==> src/rtl/ball_motion.sv <==
// rtl/ball_motion.sv - pong ball position/velocity owner, updated once per frame
module ball_motion #(
  parameter int unsigned SERVE_X      = 320,
  parameter int unsigned SERVE_Y      = 240,
  parameter int unsigned SPEED_INIT   = 2,
  parameter int unsigned SPEED_MAX    = 7,
  parameter int unsigned SERVE_FRAMES = 60,
  parameter int unsigned Y_MIN        = 60,
  parameter int unsigned Y_MAX        = 420,
  parameter int unsigned X_MAX        = 639
) (
  input  logic       Clk,
  input  logic       Rst,
  input  logic       FrameTick,
  input  logic       Pause,
  input  logic [2:0] ColOut,
  output logic [9:0] XCord,
  output logic [9:0] YCord,
  output logic       XDir,
  output logic       YDir,
  output logic [2:0] Speed,
  output logic       Serving,
  output logic       MissPulse,
  output logic [3:0] MissCount
);

  localparam int CW = $clog2(SERVE_FRAMES + 1);

  localparam logic [CW-1:0] CNT_LAST    = CW'(SERVE_FRAMES - 1);
  localparam logic [9:0]    SERVE_X_W   = 10'(SERVE_X);
  localparam logic [9:0]    SERVE_Y_W   = 10'(SERVE_Y);
  localparam logic [2:0]    SPEED_INIT_W = 3'(SPEED_INIT);
  localparam logic [2:0]    SPEED_MAX_W = 3'(SPEED_MAX);
  localparam logic [10:0]   X_MAX_W     = 11'(X_MAX);
  localparam logic [10:0]   Y_MIN_W     = 11'(Y_MIN);
  localparam logic [10:0]   Y_MAX_W     = 11'(Y_MAX);

  typedef enum logic [1:0] {
    ST_SERVE = 2'd0,
    ST_MOVE  = 2'd1,
    ST_MISS  = 2'd2
  } state_t;

  state_t          state_q, state_d;
  logic [CW-1:0]   cnt_q, cnt_d;
  logic [9:0]      x_q, x_d;
  logic [9:0]      y_q, y_d;
  logic            xdir_q, xdir_d;
  logic            ydir_q, ydir_d;
  logic [2:0]      speed_q, speed_d;
  logic            serving_q, serving_d;
  logic            miss_pulse_q, miss_pulse_d;
  logic [3:0]      miss_cnt_q, miss_cnt_d;

  // 11-bit working values so a step past either edge is seen before truncation
  logic [10:0]     x_ext, y_ext, sp_ext, x_sum, y_sum;
  logic            tick;

  assign tick = FrameTick && !Pause;

  // Next-state: serve countdown, collision response + step, miss reload
  always_comb begin
    state_d      = state_q;
    cnt_d        = cnt_q;
    x_d          = x_q;
    y_d          = y_q;
    xdir_d       = xdir_q;
    ydir_d       = ydir_q;
    speed_d      = speed_q;
    miss_cnt_d   = miss_cnt_q;
    miss_pulse_d = 1'b0;
    x_ext        = {1'b0, x_q};
    y_ext        = {1'b0, y_q};
    sp_ext       = '0;
    x_sum        = '0;
    y_sum        = '0;

    if (tick) begin
      case (state_q)
        ST_SERVE: begin
          if (cnt_q == CNT_LAST) begin
            cnt_d   = '0;
            state_d = ST_MOVE;
          end else begin
            cnt_d = cnt_q + CW'(1);
          end
        end

        ST_MOVE: begin
          case (ColOut)
            3'd1: ydir_d = 1'b1;
            3'd2: ydir_d = 1'b0;
            3'd3: xdir_d = 1'b1;
            3'd4: begin
              xdir_d = 1'b0;
              if (speed_q < SPEED_MAX_W) speed_d = speed_q + 3'd1;
            end
            3'd5: state_d = ST_MISS;
            default: ;
          endcase

          // A miss freezes the ball where it is until the reload tick
          if (ColOut != 3'd5) begin
            sp_ext = {8'd0, speed_d};
            x_sum  = x_ext + sp_ext;
            y_sum  = y_ext + sp_ext;

            if (xdir_d) begin
              x_d = (x_sum > X_MAX_W) ? X_MAX_W[9:0] : x_sum[9:0];
            end else begin
              x_d = (x_ext < sp_ext) ? 10'd0 : x_q - {7'd0, speed_d};
            end

            // Hitting the floor/ceiling clamp also reflects, whatever ColOut said
            if (ydir_d) begin
              if (y_sum >= Y_MAX_W) begin
                y_d    = Y_MAX_W[9:0];
                ydir_d = 1'b0;
              end else begin
                y_d = y_sum[9:0];
              end
            end else begin
              if (y_ext <= Y_MIN_W + sp_ext) begin
                y_d    = Y_MIN_W[9:0];
                ydir_d = 1'b1;
              end else begin
                y_d = y_q - {7'd0, speed_d};
              end
            end
          end
        end

        ST_MISS: begin
          miss_pulse_d = 1'b1;
          if (miss_cnt_q != 4'hF) miss_cnt_d = miss_cnt_q + 4'd1;
          x_d     = SERVE_X_W;
          y_d     = SERVE_Y_W;
          speed_d = SPEED_INIT_W;
          xdir_d  = ~xdir_q;
          ydir_d  = 1'b1;
          cnt_d   = '0;
          state_d = ST_SERVE;
        end

        default: state_d = ST_SERVE;
      endcase
    end

    serving_d = (state_d == ST_SERVE);
  end

  // State register with synchronous active-low reset to the serve position
  always_ff @(posedge Clk) begin
    if (!Rst) begin
      state_q      <= ST_SERVE;
      cnt_q        <= '0;
      x_q          <= SERVE_X_W;
      y_q          <= SERVE_Y_W;
      xdir_q       <= 1'b1;
      ydir_q       <= 1'b1;
      speed_q      <= SPEED_INIT_W;
      serving_q    <= 1'b1;
      miss_pulse_q <= 1'b0;
      miss_cnt_q   <= 4'd0;
    end else begin
      state_q      <= state_d;
      cnt_q        <= cnt_d;
      x_q          <= x_d;
      y_q          <= y_d;
      xdir_q       <= xdir_d;
      ydir_q       <= ydir_d;
      speed_q      <= speed_d;
      serving_q    <= serving_d;
      miss_pulse_q <= miss_pulse_d;
      miss_cnt_q   <= miss_cnt_d;
    end
  end

  assign XCord     = x_q;
  assign YCord     = y_q;
  assign XDir      = xdir_q;
  assign YDir      = ydir_q;
  assign Speed     = speed_q;
  assign Serving   = serving_q;
  assign MissPulse = miss_pulse_q;
  assign MissCount = miss_cnt_q;

endmodule

==> config.mk <==
export PLATFORM = sky130hd
export DESIGN_NAME = ball_motion
export DESIGN_NICKNAME = d
export VERILOG_FILES = /design/src/rtl/ball_motion.sv
export SDC_FILE = /design/constraint.sdc
export NUM_CORES = 1
export LEC_CHECK = 0
export BUFFER_PORTS_ARGS = -buffer_cell sky130_fd_sc_hd__buf_2
export CAP_MARGIN = 20
export CORE_MARGIN = 3
export CORE_UTILIZATION = 40
export CTS_CLUSTER_DIAMETER = 50
export DETAILED_ROUTE_END_ITERATION = 6
export PLACE_DENSITY = 0.58
export SYNTH_ARGS = -nofsm -noshare
export SYNTH_HDL_FRONTEND = slang
export SYNTH_SLANG_ARGS = --single-unit
==> constraint.sdc <==
create_clock -name Clk -period 4.9 [get_ports Clk]
set_clock_uncertainty 0.05 [all_clocks]
set_input_delay 0.98 -clock Clk [delete_from_list [all_inputs] [get_ports Clk]]
set_output_delay 0.98 -clock Clk [all_outputs]
set_load 0.05 [all_outputs]
# After elaboration in Yosys (flattened, before gate mapping)
# Cells that the tools add are included.
dict set report totals {
  regBits 39
  wordCells 80
  in_bits 7
  out_inout_bits 31
}
dict set report classes {
  n_eq_ne 11
  n_bitwise 1
  magnitude_cmp 5
  n_addsub 8
  reduce_logical 11
  muxes 34
}
# cell n
set op_table {}
lappend op_table {{10-bit 2-to-1 mux} 8}
lappend op_table {{10-bit one-hot mux with 2 select lines} 2}
lappend op_table {{10-bit by 3-bit adder with 11-bit output} 2}
lappend op_table {{10-bit by 3-bit subtractor with 10-bit output} 2}
lappend op_table {{3-bit 2-to-1 mux} 4}
lappend op_table {{6-bit one-hot mux with 2 select lines} 1}
lappend op_table {{11-bit by 9-bit greater-or-equal comparator with 1-bit output, second input constant} 1}
lappend op_table {{11-bit by 10-bit greater-than comparator with 1-bit output, second input constant} 1}
lappend op_table {{10-bit by 7-bit less-or-equal comparator with 1-bit output} 1}
lappend op_table {{10-bit by 3-bit less-than comparator with 1-bit output} 1}
lappend op_table {{1-bit 2-to-1 mux} 9}
lappend op_table {{1-bit one-hot mux with 2 select lines} 4}
lappend op_table {{6-bit by 3-bit adder with 7-bit output, first input constant} 1}
lappend op_table {{6-bit by 1-bit adder with 6-bit output, second input constant} 1}
lappend op_table {{3-bit by 2-bit equality test with 1-bit output, second input constant} 2}
lappend op_table {{3-bit equality test, second input constant} 2}
lappend op_table {{6-bit equality test, second input constant} 1}
lappend op_table {{2-bit 2-to-1 mux} 3}
lappend op_table {{6-bit 2-to-1 mux} 1}
lappend op_table {{3-bit one-hot mux with 2 select lines} 1}
lappend op_table {{2-bit AND reduction} 3}
lappend op_table {{3-bit AND reduction} 2}
lappend op_table {{4-bit by 1-bit adder with 4-bit output, second input constant} 1}
lappend op_table {{2-bit logical NOT} 2}
lappend op_table {{other kinds (13)} 14}

# Logic depth before layout (Yosys ltp)
# Gate-level depths: netlist of run 1.
dict set report depth {
  word_depth 11
  ltp_mapped 14
  depth_no_buf 13
}

# Worst setup path before layout of run 1
# Ideal clock, no wire load.
dict set report synth_timing {
  path_type {input -> register}
  start {input port ColOut[1]}
  end {register y_q[5] (netlist: YCord[5])}
  path_slack_ns 0.910
  cell_stages 13
  setup_ns 0.119
  required_time_ns 4.731
  path_buffers 1
  t_arrival_ns 3.821
  cell_sequence {nand2b_1 > nor2_1 > nand2_1 > mux2i_1 > inv_1 > ha_1 > buf_2 > a21oi_1 > nand2_1 > or4_1 > a32oi_1 > o21ai_1 > o221a_2}
}
dict set report synth_between {
  elab_chain_cells 10
  elab_cells_between_ends 22
  cone_classes {3 x add/sub; 2 x order compare; 5 x eq/ne; 11 x mux; 1 x reduce/logical}
}
# item line
set synth_lines {}
lappend synth_lines {{start: declaration} 16} ;# input logic [2:0] ColOut,
lappend synth_lines {{3-bit equality test} 90} ;# case (ColOut)
lappend synth_lines {{3-bit 2-to-1 mux} 90}
lappend synth_lines {{3-bit 2-to-1 mux} 79} ;# case (state_q)
lappend synth_lines {{3-bit 2-to-1 mux} 78} ;# if (tick) begin
lappend synth_lines {{10-bit by 3-bit adder with 11-bit output / 6-bit by 3-bit adder with 7-bit output (equally long branches)} {106, 123}}
lappend synth_lines {{11-bit by 9-bit greater-or-equal comparator with 1-bit output / 10-bit by 7-bit less-or-equal comparator with 1-bit output (equally long branches)} {116, 123}}
lappend synth_lines {{10-bit 2-to-1 mux (on tied branches)} {116, 123}}
lappend synth_lines {{10-bit 2-to-1 mux} 115} ;# if (ydir_d) begin
lappend synth_lines {{10-bit 2-to-1 mux} 103} ;# if (ColOut != 3'd5) begin
lappend synth_lines {{10-bit one-hot mux with 2 select lines} 79}
lappend synth_lines {{end signal: assignment} 169} ;# y_q <= y_d;
lappend synth_lines {{end: declaration} 47} ;# logic [9:0] y_q, y_d;
# Several ways; a longest one is shown, not always the timed one. The select of a mux whose other input is x is not followed.
# A chain may end at the register's enable or synchronous reset.

# Final worst setup path of run 1
# Ends and elaborated chain as after synthesis.

==> results_dict.tcl, run 1 <==
set metrics [dict create \
    num_antenna_cells 0 \
    reg2reg_to "YCord[5]" \
    fp-row-count 32 \
    p_leak_uw 0.00138 \
    gr-total-overflow 0 \
    num_io_pins 38 \
    holdPathEnd "cnt_q[5]" \
    area.growth.synth_to_final_pct 11.2 \
    finalMaxSlewViolations 0 \
    ys_warn_count 0 \
    synth_edf_count 0 \
    ys_dominant_reg_cell "dfxtp_1" \
    grt_first_pass_wirelength_um 15600 \
    fin_crit_sh_pct 83.8 \
    wl_per_cell_um 17.3 \
    hp-class "reg2reg" \
    ctsHtreeMaxLevel 2 \
    syn_area_mm2 0.00327 \
    die_x_um 96.4 \
    critical-path-slowest-cell "or4_1" \
    dr_total_vias 3400 \
    synth.distinct_cells 68 \
    critPathArrivalTime_ns 4.26 \
    place_congestion 0.860 \
    grtUsageTotal_pct 21.3 \
    synthesis.nets 458 \
    synth_seq_cells 39 \
    root_buffer "clkbuf_8" \
    start_util_pct 41.7 \
    syn_inst 424 \
    max-slew-margin-rel_pct 40.2 \
    clock_path_buffers 2 \
    critPathMaxStageDelay_ns 0.52 \
    status "complete, no violations" \
    ant_nets 0 \
    post_cts_buffers 0 \
    critPathKind "in2reg" \
    syn_area_per_cell_um2 7.71 \
    fin_nets 483 \
    cts.sinks 39 \
    required_ns 5.05 \
    min_from "cnt_q[5]" \
    start_kind "primary input" \
    hold_path_depth 1 \
    holdBufCountCts 0 \
    grt_max_degree 26 \
    die_h_um 96.4 \
    clock.fmax_mhz 244 \
    layout.cells.non_filler 552 \
    cts_buffers 5 \
    place_hpwl_um 7090 \
    critPathTopFamily "simple AND/OR/NAND/NOR gates" \
    grt_pass1_vias 3116 \
    timing.rr.start "Speed[0]" \
    io_buffers 37 \
    cp_cell_sequence "buf_2 > nand2b_1 > nor2_1 > nand2_1 > mux2i_1 > inv_1 > ha_1 > a21oi_1 > nand2_1 > or4_1 > a32oi_1 > o21ai_1 > o221a_2" \
    endpoint_kind "flip-flop" \
    cp_max_fo 10 \
    placed_cells 544 \
    insertion_delay_ns 0.30 \
    reg2reg_depth 11 \
    fin_tns_setup_ns 0 \
    antenna_found_initial 0 \
    path_common_cell "nand2_1" \
    cts_tree "yes" \
    drtIter0Drc 205 \
    hold_viol 0 \
    wirelength_um 9550 \
    dieArea_mm2 0.00930 \
    setup_violations 0 \
    ir_worst_vdd_mv 0.116 \
    cp_num_buf_inv 2 \
    fin_util_pct 46.3 \
    worst-slew-pin-transition_ns 0.893 \
    post-route-drc-count 0 \
    maxCapViolations 0 \
    rsz0062_at_grt "false" \
    synth-async-reset-ratio_pct 0 \
    reg2reg_slack_ns 1.41 \
    drive_above_1_share_pct 13.1 \
    min_period_ns 4.10 \
    powerDensity_mw_per_mm2 200 \
    drt-pass1-iter-count 5 \
    cts.repair.resized 0 \
    core_mm2 0.00785 \
    clk_pin_slew_worst_paths_ns 0.09 \
    ys_seq_area_share_pct 23.9 \
    viasPerCell 6.16 \
]
==> worst register-to-register path, delay by kind of cell (launching register included) <==
family          cells  cell delay [ns]
compound gates      4             1.07
simple gates        3             0.81
fa+ha+maj           2             0.67
flops               1             0.38
mux                 1             0.26
buf+inv             1             0.16
==> sequential cells by signal, summed over array words and instances, names as in the netlist <==
signal	flops
MissCount	4
YCord	10
cnt_q	6
MissPulse	1
XDir	1
Speed	3
XCord	10
state_q	2
Serving	1
YDir	1
==> per-stage QoR <==
| step | hold slack (ns) | setup WS (ns) | area [um2] | power [uW] |
|---|---|---|---|---|
| after floorplan | 0.393 | 0.910 | 3270 | 379 |
| after global placement | 0.424 | 0.591 | 3500 | 399 |
| after detailed placement | 0.428 | 0.507 | 3500 | 399 |
| after CTS | 0.446 | 0.824 | 3640 | 731 |
| after global routing | 0.477 | 0.495 | 3640 | 753 |
| final | 0.450 | 0.796 | 3640 | 727 |
==> logic make-up (layout without fill, tap and decap cells) <==
family,after synthesis,in the layout,share of synthesized area (%)
flops,39,39,23.9
mux,6,6,1.84
simple gates,149,149,23.0
buf+inv,45,71,5.74
compound gates,145,145,30.8
fa+ha+maj,27,27,11.2
xor+xnor,13,13,3.48
==> report_power, final <==
| group | switching [uW] | internal, uW |
|---|---|---|
| sequential | 7.93 | 319 |
| combinational | 44.0 | 21.5 |
| clock | 130 | 204 |
| total | 182 | 545 |
==> placed cells by master (no fill, tap or decap), types with 3 or more instances in the layout <==
| cell type | count |
|---|---|
| a211o_1 | 4 |
| a211oi_1 | 9 |
| a21oi_1 | 25 |
| a22oi_1 | 5 |
| a2bb2oi_1 | 3 |
| a311oi_1 | 3 |
| a31oi_1 | 6 |
| buf_2 | 37 |
| buf_4 | 3 |
| clkbuf_8 | 5 |
| dfxtp_1 | 39 |
| fa_1 | 4 |
| ha_1 | 23 |
| inv_1 | 23 |
| mux2i_1 | 6 |
| nand2_1 | 38 |
| nand2b_1 | 4 |
| nand3_1 | 12 |
| nand4_1 | 6 |
| nor2_1 | 37 |
| nor2b_1 | 4 |
| nor3_1 | 18 |
| nor4_1 | 4 |
| o211ai_1 | 8 |
| o21a_1 | 7 |
| o21ai_0 | 25 |
| o21ai_1 | 6 |
| o21bai_1 | 4 |
| o221ai_1 | 3 |
| o22ai_1 | 5 |
| o31ai_1 | 3 |
| or3_1 | 8 |
| xnor2_1 | 8 |
| xor2_1 | 5 |
==> final cells by class <==
cell class / count / area [um2]
Multi-Input combinational cell: 340 / 2300
Inverter: 23 / 86.3
Clock inverter: 2 / 60.1
Fill cell: 815 / 4210
Timing Repair Buffer: 40 / 208
Tap cell: 102 / 128
Sequential cell: 39 / 781
Clock buffer: 6 / 72.6
==> cell usage after synthesis (7+ instances only) <==
master	instances	area, um2
nor3_1	18	90.1
o21ai_0	25	125
a211oi_1	9	67.6
nor2_1	37	139
or3_1	8	50.1
clkbuf_1	14	52.6
nand3_1	12	60.1
o211ai_1	8	60.1
dfxtp_1	39	781
xnor2_1	8	70.1
inv_1	23	86.3
o21a_1	7	52.6
a21oi_1	25	125
ha_1	23	288
nand2_1	38	143
==> metal layers <==
metal	track usage [%]	vias to the layer above	share of wire (%)
met4	7.59	0	2.3
met3	3.02	21	5.1
li1	-	1642	-
met1	29.3	1615	46
met5	0	-	0
met2	33.9	122	47
==> worst max path at each step <==
| stage | startpoint | end | slack (ns) | cells after the start |
|---|---|---|---|---|
| finish | ColOut[1] | YCord[5] | 0.80 | 13 |
| global route | ColOut[1] | YCord[5] | 0.49 | 13 |
| CTS | ColOut[1] | YCord[5] | 0.82 | 13 |
| detailed placement | ColOut[1] | YCord[5] | 0.51 | 13 |
| global placement | ColOut[1] | YCord[5] | 0.59 | 13 |
| floorplan | ColOut[1] | YCord[5] | 0.91 | 13 |
(Power assumes the default switching activity.)
==> run 2: changes to the inputs <==
--- a/config.mk
+++ b/config.mk
@@ -11,7 +11,7 @@
 export CORE_UTILIZATION = 40
 export CTS_CLUSTER_DIAMETER = 50
 export DETAILED_ROUTE_END_ITERATION = 6
-export PLACE_DENSITY = 0.58
+export PLACE_DENSITY = 0.6
 export SYNTH_ARGS = -nofsm -noshare
 export SYNTH_HDL_FRONTEND = slang
 export SYNTH_SLANG_ARGS = --single-unit
==> constraint.sdc (replaced) <==
create_clock -name Clk -period 3.75 [get_ports Clk]
set_clock_uncertainty 0.05 [all_clocks]
set_input_delay 0.75 -clock Clk [delete_from_list [all_inputs] [get_ports Clk]]
set_output_delay 0.75 -clock Clk [all_outputs]
set_load 0.05 [all_outputs]
==> results_dict.tcl, run 2 (same netlist as run 1, synthesis figures left out) <==
set metrics [dict create \
    status "complete, no violations" \
    fin_crit_sh_pct 91.0 \
    grtUsageTotal_pct 21.9 \
    critPathMaxStageDelay_ns 0.43 \
    rsz0062_at_grt "false" \
    clk_pin_slew_worst_paths_ns 0.08 \
    place_hpwl_um 7370 \
    maxCapViolations 0 \
    finalMaxSlewViolations 0 \
    multi_input_area_mm2 0.00231 \
    hp-class "reg2reg" \
    root_buffer "clkbuf_8" \
    timing.rr.start "Speed[0]" \
    cp_max_fo 5 \
    placed_cell_area_mm2 0.00373 \
    dr_total_vias 3434 \
    critical-path-slowest-cell "fa_1" \
    p_seq_share_pct 45.2 \
    path_common_cell "buf_4" \
    cts_tree "yes" \
    insertion_delay_ns 0.30 \
    p_sw_uw 230 \
    grt_first_pass_wirelength_um 16000 \
    post-route-drc-count 0 \
    die_h_um 96.4 \
    dieArea_mm2 0.00930 \
    ir_worst_vdd_mv 0.180 \
    powerDensity_mw_per_mm2 245 \
    core_mm2 0.00785 \
    viasPerCell 5.92 \
    startpoint "ColOut[1]" \
    ctsHtreeMaxLevel 2 \
    place_congestion 0.882 \
    p_leak_uw 0.00152 \
    clock_path_buffers 2 \
    num-fill-cells 831 \
    endpoint_kind "flip-flop" \
    critPathArrivalTime_ns 3.57 \
    cts.sinks 39 \
    ff_latch_area_um2 781 \
    die_x_um 96.4 \
    layout_commonest_cell "dfxtp_1" \
    fin_nets 511 \
    holdBufCountCts 0 \
    top_usage_layer "met2" \
    min_from "XCord[2]" \
    ant_nets 0 \
    p_int_uw 716 \
    sw_frac_of_total_pct 24.3 \
    drive_above_1_share_pct 18.6 \
    cp_cell_sequence "buf_2 > nand2b_1 > nor2_2 > buf_4 > o21a_1 > ha_1 > inv_1 > fa_1 > xor2_1 > a21oi_1 > or4_1 > a32oi_1 > buf_4 > o211ai_1 > a211oi_1" \
    area.growth.synth_to_final_pct 18.2 \
    drt-pass1-iter-count 4 \
    wl_per_cell_um 16.8 \
    critPathTopFamily "compound AO/OA/AOI/OAI gates" \
    start_kind "primary input" \
    setup_violations 0 \
    design_area_mm2 0.00387 \
    drtIter0Drc 203 \
    reg2reg_slack_ns 0.64 \
    critPathKind "in2reg" \
    final_cell_mix "39 x dfxtp_1, 38 x nand2_1, 37 x buf_2" \
    cp_num_buf_inv 4 \
    cts_buffers 5 \
    worst-slew-pin-transition_ns 1.04 \
    grt_pass1_vias 3211 \
    clock.fmax_mhz 293 \
    grt_use_met1_pct 29.0 \
    power_frac_clock_pct 45.2 \
    start_util_pct 41.7 \
    gr-total-overflow 0 \
    reg2reg_to "YCord[3]" \
    post_cts_buffers 0 \
    io_buffers 37 \
    grt.met2_usage_pct 36.9 \
    antenna_found_initial 0 \
    required_ns 3.91 \
    hold_path_depth 2 \
    fp-row-count 32 \
    fin_util_pct 49.3 \
    grt_max_degree 25 \
    reg2reg_depth 12 \
    grt_use_met3_pct 3.25 \
    min_period_ns 3.41 \
    power.total_uw 946 \
    holdPathEnd "XCord[2]" \
    combPwrFrac_pct 9.7 \
    num_antenna_cells 0 \
    max-slew-margin-rel_pct 30.7 \
    num_io_pins 38 \
    wirelength_um 9720 \
    hold_viol 0 \
]
run 2: worst min-delay path, stage by stage, from the launching register on:
cell,delay (ns)
dfxtp_1,0.34
nand2_1,0.06
nand2_1,0.04
run 2: timing repair:
item                                    in CTS  in global routing
endpoints found under the setup margin       0                  1
hold endpoints to repair                     0                  0
gates resized for setup                      0                  1
run 2: cell type report:
cell class / instances / area share [%]
Timing Repair Buffer: 68 / 11.1
Tap cell: 102 / 3.30
Clock inverter: 2 / 1.55
Sequential cell: 39 / 20.2
Inverter: 23 / 2.23
Clock buffer: 6 / 1.88
Multi-Input combinational cell: 340 / 59.7
run 2: how the worst max path moves through the flow:
| stage | endpoint | slack (ns) | depth (start not counted) |
|---|---|---|---|
| 2_1_floorplan | YCord[5] | 0.02 | 13 |
| 3_3_place_gp | XCord[1] | -0.03 | 13 |
| 3_5_place_dp | YCord[3] | -0.03 | 15 |
| 4_1_cts | YCord[3] | 0.26 | 15 |
| 5_1_grt | YCord[3] | 0.05 | 14 |
| 6_report | YCord[3] | 0.34 | 15 |
run 2: per-stage QoR:
step	TNS, ns	hold slack, ns	std cells	setup slack [ns]
after floorplan	0	0.393	424	0.0229
after global placement	-0.0346	0.412	572	-0.0346
after detailed placement	-0.0486	0.421	572	-0.0288
after CTS	0	0.441	580	0.261
after global routing	0	0.462	580	0.0547
final	0	0.439	580	0.336
run 2: routing by layer:
| metal | share of wire (%) | up-vias |
|---|---|---|
| li1 | - | 1695 |
| met1 | 46 | 1625 |
| met2 | 48 | 100 |
| met3 | 5.0 | 14 |
| met4 | 1.5 | 0 |
| met5 | 0 | - |
run 2: power groups by stage:
stage / Combinational (uW) / Sequential (uW) / Clock [uW]
6_report: 91.3 / 428 / 427
5_1_grt: 101 / 429 / 448
4_1_cts: 91.0 / 428 / 433
3_3_place_gp: 89.6 / 437 / 0
3_5_place_dp: 90.8 / 437 / 0
2_1_floorplan: 56.5 / 439 / 0
